**src/rtl/uart_pkg.sv**
```systemverilog
// Shared types and defaults for the UART transmit arbiter.
// Latency: n/a (declarations only).
// Backpressure: n/a.
package uart_pkg;

  // Arbiter sequencing: pick a producer, launch, wait for the transmitter
  // to go busy, then wait for the frame to finish.
  typedef enum logic [1:0] {
    ARB       = 2'd0,
    LAUNCH    = 2'd1,
    WAIT_BUSY = 2'd2,
    WAIT_DONE = 2'd3
  } arb_state_t;

  localparam int DEF_MAX_BURST      = 16;
  localparam int DEF_LAUNCH_TIMEOUT = 8;

endpackage

```
**src/rtl/rr_priority_picker.sv**
```systemverilog
// Round-robin one-hot picker: first set request at or after ptr, wrapping.
// Latency: purely combinational.
// Backpressure: none; the caller decides whether the pick is consumed.
//
// Ports:
//   req       request vector
//   ptr       index where the search starts (must be < NUM_REQ)
//   pick      one-hot winner (all zero when nothing requests)
//   pick_id   encoded winner index
//   any_valid at least one request is set
module rr_priority_picker #(
  parameter  int NUM_REQ = 4,
  localparam int IW      = $clog2(NUM_REQ)
) (
  input  logic [NUM_REQ-1:0] req,
  input  logic [IW-1:0]      ptr,
  output logic [NUM_REQ-1:0] pick,
  output logic [IW-1:0]      pick_id,
  output logic               any_valid
);

  always_comb begin
    int idx;
    pick      = '0;
    pick_id   = '0;
    any_valid = 1'b0;
    idx       = 0;
    for (int off = 0; off < NUM_REQ; off++) begin
      // ptr + off never exceeds 2*NUM_REQ-2, so one subtraction wraps it.
      idx = int'(ptr) + off;
      if (idx >= NUM_REQ) idx = idx - NUM_REQ;
      if (!any_valid && req[idx]) begin
        any_valid = 1'b1;
        pick[idx] = 1'b1;
        pick_id   = IW'(idx);
      end
    end
  end

endmodule

```
**src/rtl/uart_tx_arbiter.sv**
```systemverilog
// Shares one UART transmitter among NUM_REQ byte producers (round robin + lock).
// Latency: req_ready same cycle as grant, tx_start one cycle later.
// Backpressure: req_ready only in ARB with tx_busy low; producers hold until ready.
//
// Ports:
//   clk, reset_n          clock, async active-low reset
//   req_valid/data/lock   per-requester byte offer; data packed 8 bits each
//   req_ready             one-hot accept, combinational in the grant cycle
//   tx_start, tx_data     launch pulse and held byte to the transmitter
//   tx_busy               transmitter busy flag
//   grant_id/active       current owner and byte-in-flight flag
//   err_timeout           pulse when tx_busy never rose after a launch
module uart_tx_arbiter
  import uart_pkg::*;
#(
  parameter  int NUM_REQ        = 4,
  parameter  int MAX_BURST      = DEF_MAX_BURST,
  parameter  int LAUNCH_TIMEOUT = DEF_LAUNCH_TIMEOUT,
  localparam int IW             = $clog2(NUM_REQ)
) (
  input  logic                 clk,
  input  logic                 reset_n,
  input  logic [NUM_REQ-1:0]   req_valid,
  input  logic [NUM_REQ*8-1:0] req_data,
  input  logic [NUM_REQ-1:0]   req_lock,
  output logic [NUM_REQ-1:0]   req_ready,
  output logic                 tx_start,
  output logic [7:0]           tx_data,
  input  logic                 tx_busy,
  output logic [IW-1:0]        grant_id,
  output logic                 grant_active,
  output logic                 err_timeout
);

  localparam int BW = $clog2(MAX_BURST + 1);
  localparam int TW = $clog2(LAUNCH_TIMEOUT + 1);

  arb_state_t           state;
  arb_state_t           state_nxt;
  logic [IW-1:0]        rr_ptr;
  logic [IW-1:0]        lock_id;
  logic                 lock_vld;
  logic [BW-1:0]        burst_cnt;
  logic [TW-1:0]        to_cnt;
  logic [NUM_REQ-1:0]   pick;
  logic [IW-1:0]        pick_id;
  logic                 pick_any;
  logic                 owner_hit;
  logic [IW-1:0]        win_id;
  logic                 capture;
  logic                 timeout_hit;

  rr_priority_picker #(
    .NUM_REQ (NUM_REQ)
  ) u_picker (
    .req       (req_valid),
    .ptr       (rr_ptr),
    .pick      (pick),
    .pick_id   (pick_id),
    .any_valid (pick_any)
  );

  // A valid lock owner overrides the round-robin pick.
  assign owner_hit   = lock_vld && req_valid[lock_id];
  assign win_id      = owner_hit ? lock_id : pick_id;
  assign capture     = (state == ARB) && !tx_busy && (owner_hit || pick_any);
  assign timeout_hit = (state == WAIT_BUSY) && !tx_busy &&
                       (int'(to_cnt) == LAUNCH_TIMEOUT - 1);

  always_ff @(posedge clk or negedge reset_n) begin
    if (!reset_n) state <= ARB;
    else          state <= state_nxt;
  end

  always_comb begin
    state_nxt = state;
    req_ready = '0;
    tx_start  = 1'b0;
    case (state)
      ARB: begin
        if (capture) begin
          state_nxt = LAUNCH;
          req_ready = owner_hit ? (NUM_REQ'(1) << lock_id) : pick;
        end
      end
      LAUNCH: begin
        tx_start  = 1'b1;
        state_nxt = WAIT_BUSY;
      end
      WAIT_BUSY: begin
        if (tx_busy)          state_nxt = WAIT_DONE;
        else if (timeout_hit) state_nxt = ARB;
      end
      WAIT_DONE: begin
        // Frame length follows the baud rate, so no watchdog here.
        if (!tx_busy) state_nxt = ARB;
      end
      default: state_nxt = ARB;
    endcase
    // State sits in ARB during reset; keep the combinational accept quiet
    // so no producer pops a byte that will never be sent.
    if (!reset_n) req_ready = '0;
  end

  always_ff @(posedge clk or negedge reset_n) begin
    if (!reset_n) begin
      tx_data      <= '0;
      grant_id     <= '0;
      grant_active <= 1'b0;
      err_timeout  <= 1'b0;
      rr_ptr       <= '0;
      lock_vld     <= 1'b0;
      lock_id      <= '0;
      burst_cnt    <= '0;
      to_cnt       <= '0;
    end else begin
      err_timeout <= 1'b0;

      if (capture) begin
        tx_data      <= req_data[win_id*8 +: 8];
        grant_id     <= win_id;
        grant_active <= 1'b1;
        // Pointer moves past every winner, including a locked owner.
        rr_ptr       <= (int'(win_id) == NUM_REQ - 1) ? '0 : win_id + 1'b1;
        if (req_lock[win_id] && (int'(burst_cnt) + 1 < MAX_BURST)) begin
          lock_vld  <= 1'b1;
          lock_id   <= win_id;
          burst_cnt <= burst_cnt + 1'b1;
        end else begin
          lock_vld  <= 1'b0;
          burst_cnt <= '0;
        end
      end else if (state == ARB && lock_vld && !req_valid[lock_id]) begin
        // Owner went idle: hand arbitration back to round robin.
        lock_vld  <= 1'b0;
        burst_cnt <= '0;
      end

      if (state == LAUNCH)                  to_cnt <= '0;
      else if (state == WAIT_BUSY && !tx_busy) to_cnt <= to_cnt + 1'b1;

      if (timeout_hit) begin
        err_timeout  <= 1'b1;
        grant_active <= 1'b0;
        lock_vld     <= 1'b0;
        burst_cnt    <= '0;
      end

      if (state == WAIT_DONE && !tx_busy) grant_active <= 1'b0;
    end
  end

endmodule

```
**config.mk**
```make
export PLATFORM = sky130hd
export DESIGN_NAME = uart_tx_arbiter
export DESIGN_NICKNAME = d
export VERILOG_FILES = /design/src/rtl/uart_pkg.sv /design/src/rtl/rr_priority_picker.sv /design/src/rtl/uart_tx_arbiter.sv
export SDC_FILE = /design/constraint.sdc
export NUM_CORES = 1
export LEC_CHECK = 0
export CORE_UTILIZATION = 30
export DETAILED_ROUTE_END_ITERATION = 10
export GPL_TIMING_DRIVEN = 1
export PLACE_DENSITY = 0.6
export SYNTH_ARGS = -nofsm -noshare
export SYNTH_HDL_FRONTEND = slang
export SYNTH_HIERARCHICAL = 1
export SYNTH_SLANG_ARGS = --single-unit
```
**constraint.sdc**
```tcl
create_clock -name clk -period 9.4 [get_ports clk]
set_clock_uncertainty 0.2 [all_clocks]
set_input_delay 2.35 -clock clk [delete_from_list [all_inputs] [get_ports clk]]
set_output_delay 2.35 -clock clk [all_outputs]
set_load 0.05 [all_outputs]
```
# Word-level counts from Yosys, hierarchy flattened
# Cells that the tools add are included.
# word_totals
regBits	28
inputBits	43
output_inout_bits	17
elab_cells	143
# op_classes
addsub	11
n_lt_le_gt_ge	15
eq_ne	8
shifts	2
muxes	66
bitwise_logic	3
reduce_logical	28
# op_table
operator	count
$ge A32 B1 Y1 const B	4
$lt A32 B4 Y1 const B	4
$mux W32	4
$ge A32 B4 Y1 const B	3
$sub A32 B4 Y32 const B	3
$mux W4	10
$shiftx A32 B6 Y8	1
$mux W1	27
$mux W2	10
$mux W5	4
$logic_and A1 B1 Y1	16
$bmux W1 S2	6
$or A4 B4 Y4	3
$demux W1 S2	4
$pmux W2 S4	1
$add A2 B2 Y3 const B	2
$add A5 B1 Y6 const B	1
$lt A2 B3 Y1 const B	2
$lt A6 B5 Y1 const B	1
$reduce_bool A3 Y1	2
$add A5 B1 Y5 const B	1
$logic_not A1 Y1	5
$add A4 B1 Y4 const B	1
$eq A2 B1 Y1 const B	2
other kinds (14)	16

# Longest topological paths before layout
# depth
depth_word	22
depth_mapped	14
depth_no_buf	12

# Hierarchy
# Netlist, hierarchy kept.
# modules_own_cells
module	n_inst	cells_per_inst	area_each_um2	seq_area_each_um2
uart_tx_arbiter	1	190	1845.5	700.7
rr_priority_picker	1	48	460.4	0.0

# Worst setup path after synthesis
# No wires, ideal clock.
# synth_timing
path_kind	input to output
startpoint	input req_valid[2]
endpoint	output req_ready[1]
arrival_time_ns	4.325
required_ns	6.850
setup_slack_ns	2.525
path_stages	6
n_path_buf	0
path_cell_list	mux4_1 -> nor4b_4 -> a22oi_1 -> o21ai_0 -> nand2_1 -> a21oi_1
# synth_between
elab_cells_between_ends	38
classes_between	26 x mux; 3 x bitwise; 9 x reduce/logical
# synth_rtl
item	line_no	text
start: declaration	uart_tx_arbiter.sv:23	input logic [NUM_REQ-1:0] req_valid,
$bmux W1 S2	rr_priority_picker.sv:32	if (!any_valid && req[idx]) begin
$mux W1 (not written as such) (2 in series)	rr_priority_picker.sv:32	
$mux W1	rr_priority_picker.sv:32	
$logic_not A1 Y1	rr_priority_picker.sv:32	
$logic_and A1 B1 Y1	rr_priority_picker.sv:32	
$mux W1	rr_priority_picker.sv:32	
$logic_not A1 Y1	rr_priority_picker.sv:32	
$logic_and A1 B1 Y1	rr_priority_picker.sv:32	
$mux W1	rr_priority_picker.sv:32	
$logic_not A1 Y1	rr_priority_picker.sv:32	
$logic_and A1 B1 Y1	rr_priority_picker.sv:32	
$mux W4 (*)	rr_priority_picker.sv:32	
named net pick[1]	uart_tx_arbiter.sv:45	logic [NUM_REQ-1:0] pick;
$mux W4 (*)	uart_tx_arbiter.sv:83	req_ready = owner_hit ? (NUM_REQ'(1) << lock_id) : pick;
$mux W4 (*)	uart_tx_arbiter.sv:81	if (capture) begin
$mux W4 (*)	uart_tx_arbiter.sv:79	case (state)
$mux W4 (*)	uart_tx_arbiter.sv:102	if (!reset_n) req_ready = '0;
end: declaration	uart_tx_arbiter.sv:26	output logic [NUM_REQ-1:0] req_ready,
# Mark *: on every way through the listed nets, which the timed path passes. The rest lies on a longest branch. The select of a mux whose other input is x is not followed.

# Worst setup path after layout
# layout_timing
startpoint	input req_valid[2]
endpoint	output req_ready[2]
# layout_between
elab_chain_cells	18
elab_cells_between_ends	38
classes_between	26 x mux; 3 x bitwise; 9 x reduce/logical
# layout_lines
item	line_no	text
$bmux W1 S2	rr_priority_picker.sv:32	
$mux W1 (not written as such) (2 in series)	rr_priority_picker.sv:32	
$mux W1	rr_priority_picker.sv:32	
$logic_not A1 Y1	rr_priority_picker.sv:32	
$logic_and A1 B1 Y1	rr_priority_picker.sv:32	
$mux W1	rr_priority_picker.sv:32	
$logic_not A1 Y1	rr_priority_picker.sv:32	
$logic_and A1 B1 Y1	rr_priority_picker.sv:32	
(+2 left out)	-	
$logic_and A1 B1 Y1	rr_priority_picker.sv:32	
$mux W1 (*)	rr_priority_picker.sv:32	
named net pick_any	uart_tx_arbiter.sv:47	logic pick_any;
$logic_or A1 B1 Y1 (*)	uart_tx_arbiter.sv:66	assign capture = (state == ARB) && !tx_busy && (owner_hit || pick_any);
$logic_and A1 B1 Y1 (*)	uart_tx_arbiter.sv:66	
$mux W4 (*)	uart_tx_arbiter.sv:81	
$mux W4 (*)	uart_tx_arbiter.sv:79	
$mux W4 (*)	uart_tx_arbiter.sv:102	
# Marked as above.

==> impl_metrics.ini <==
[final_layout]
seqCellArea_um2 = 701
antenna_cells = 0
finalNetCount = 346
utilization = 0.413
fill_cells = 719
multi_input_area_um2 = 1500
area_growth_pct = 31.2
drive_above_1_share = 0.0993

[placement]
gp_congestion = 0.809
port-buffer-count = 59
pre_cts_ws_ps = 1200
hpwl_mm = 3.97

[synthesis]
synth_area_um2 = 2310
synth_adder_area_share = 0.0543
synth-async-reset-ratio = 1.00
yosysTopAreaCell = dfrtp_1
synth_mux_area_frac = 0.217
syn_avg_cell_area_um2 = 9.69
synth_top_family_by_area = multiplexers
synth_commonest_cells = dfrtp_1, nand2_1, mux2i_1
synth_xor_area_frac = 0.00380
synth_compound_area_frac = 0.195
yosysMostFrequentCell = dfrtp_1
netlist_instances = 238
yosys.area_share.simple = 0.180
synth_cell_type_count = 54
synth_top_area_share = 0.304
synth-seq-area-share = 0.304
syn_nets = 291
synth-seq-cells = 28
yosysWarnings = 6
synth_edf_count = 0
yosys-top-cells-area = dfrtp_1, mux2i_1, ha_1
ys.flop_type = dfrtp_1

[worst_setup_path]
cp_common_cell = clkdlybuf4s50_1
critPathKind = in2out
path_buf_inv = 3
path_cells = clkdlybuf4s50_1 > mux4_1 > nor3_1 > nand2b_1 > inv_1 > o221ai_1 > and2_1 > nand2_1 > nor2_1 > clkdlybuf4s50_1
critPathMaxFanout = 13
setup.worst_path.start_class = input port
cp.required_ps = 6850
cp.arrival_ps = 5670
critPathMaxStageDelay_ps = 790
slowest_stage = mux4_1
critPathCaptureType = output pin
crit_family = buffers and inverters

[die]
ios = 60
rows = 31
core_um2 = 7330
dieArea_um2 = 8040
die_w_um = 89.7
start_util = 0.315
die_y_um = 89.7

[timing]
finalHoldViolations = 0
finalCritPeriodShare = 0.874
setup_tns_ps = 0
drv_slew = 0
period_needed_ps = 8220
setup_viol = 0
fmax_ghz = 0.122
finalHoldWorstSlack_ps = 289
rsz0062_at_grt = no
timing.slew.headroom = 0.532
setup_ws_ps = 1180
worst_pin_slew_ps = 696

[clocking]
htreeDepth = 1
cts_resized = 0
cts.clk_slew.worst_paths_ps = 100
cts_made_buffers = 3
numClockSinks = 28
cts_setup_buffers = 0
cts_buffer_depth = 2
holdBufCountCts = 0
cts.root.buffer_cell = clkbuf_8
cts_tree = yes
clkLatencyLatePin_ps = 270

[drt]
wl_mm = 5.18
antenna_left = 0
wl_per_cell_um = 13.2
routed-via-count = 1952
route.detailed.drc = 0
viasPerCell = 4.99
dr.pass1.iters = 4
drt-initial-drc-count = 144

[global_route]
grt_util_all_layers = 0.136
grt_pass1_wl_mm = 8.55
antenna_found_initial = 0
grt_pass1_vias = 1772
grt-ovfl-total = 0
grt_max_degree = 30

[power]
ir_drop_v = 0.000127
leakagePower_nw = 1.26
p_per_area_nw_per_um2 = 357

[outcome]
run_status = completed

[hold_path]
hold_path.class = reg2reg

[run]
cap_violations = 0
worst reg2reg max path, stage by stage, from the launching register on:
cell,delay (ps)
dfrtp_1,740
inv_1,220
ha_1,410
mux4_2,440
nor4b_4,400
nor2_1,100
a32o_1,310
o21ai_4,140
o32ai_1,140
a311oi_2,500
nor2_2,110
a22o_1,250
path summary, 6_finish.rpt:
path                                 to  slack, ps         start  cells past startpoint
max                        req_ready[2]       1180  req_valid[2]                     10
min in group asynchronous     rr_ptr[1]       2250       reset_n                      2
min                          tx_data[0]        290    tx_data[0]                      2
max reg2reg                burst_cnt[1]       5350     rr_ptr[0]                     11
max in group asynchronous    tx_data[5]       6470       reset_n                      2
min reg2reg                  tx_data[0]        290    tx_data[0]                      2
sequential cells by signal (all words and copies together) (netlist names):
signal / flops
burst_cnt: 5
err_timeout: 1
grant_active: 1
grant_id: 2
lock_id: 2
lock_vld: 1
rr_ptr: 2
state: 2
to_cnt: 4
tx_data: 8
routing by layer:
layer  up-vias  GRT usage  wire (um)
met5         -          0          0
met4         0     0.0447         70
met3         4     0.0201        215
met2        49      0.241       2590
met1       900      0.169       2300
li1        999          -          -
placed cells by master (no fill, tap or decap), types with 2 or more instances in the layout:
cell type,netlist,layout
o21a_1,2,2
dfrtp_1,28,28
nor2_2,3,3
clkdlybuf4s50_1,0,59
nand4b_1,2,2
mux4_1,4,4
o21ai_1,10,10
nand2_1,27,27
a21oi_1,9,9
o31ai_1,3,3
nor2_1,14,14
a31oi_1,2,2
nand2b_1,3,3
nor3_1,5,5
clkbuf_8,0,3
inv_1,7,7
o21ai_0,15,15
nor4b_1,2,2
mux2i_1,22,22
nor3b_1,2,2
mux2_2,3,3
buf_4,1,2
a22o_1,2,2
a22oi_1,9,9
o211ai_1,3,3
and2_1,2,2
nand3_1,5,5
mux2_4,7,7
nand2_2,2,2
ha_1,10,10
o311ai_0,2,2
a21o_1,2,2
a32o_1,2,2
through the flow:
stage               area, um2  total power, mW  instances
detailed placement       2950            0.994        387
floorplan                2310            0.852        238
finish                   3030             1.08        391
global placement         2950            0.985        387
global route             3030             1.16        391
CTS                      3030             1.09        391
report_power, final:
| part | switching, mW | leakage [nW] | internal, mW |
|---|---|---|---|
| Combinational | 0.412 | 0.871 | 0.338 |
| Clock | 0.0373 | 0.0357 | 0.0570 |
| Sequential | 0.0666 | 0.356 | 0.167 |
cell families (layout without fill, tap and decap cells):
| kind of cell | count (synthesis) | after routing |
|---|---|---|
| mux | 38 | 38 |
| fa+ha+maj | 10 | 10 |
| flops | 28 | 28 |
| buf+inv | 18 | 72 |
| compound gates | 67 | 67 |
| xor+xnor | 1 | 1 |
| simple gates | 76 | 76 |
area by class of cell:
class | instances | share of cell area
Sequential cell | 28 | 0.232
Clock inverter | 1 | 0.00993
Tap cell | 99 | 0.0409
Timing Repair Buffer | 61 | 0.200
Multi-Input combinational cell | 192 | 0.495
Inverter | 7 | 0.00868
Clock buffer | 3 | 0.0136
Note: power is estimated with default switching activity, not from simulation.
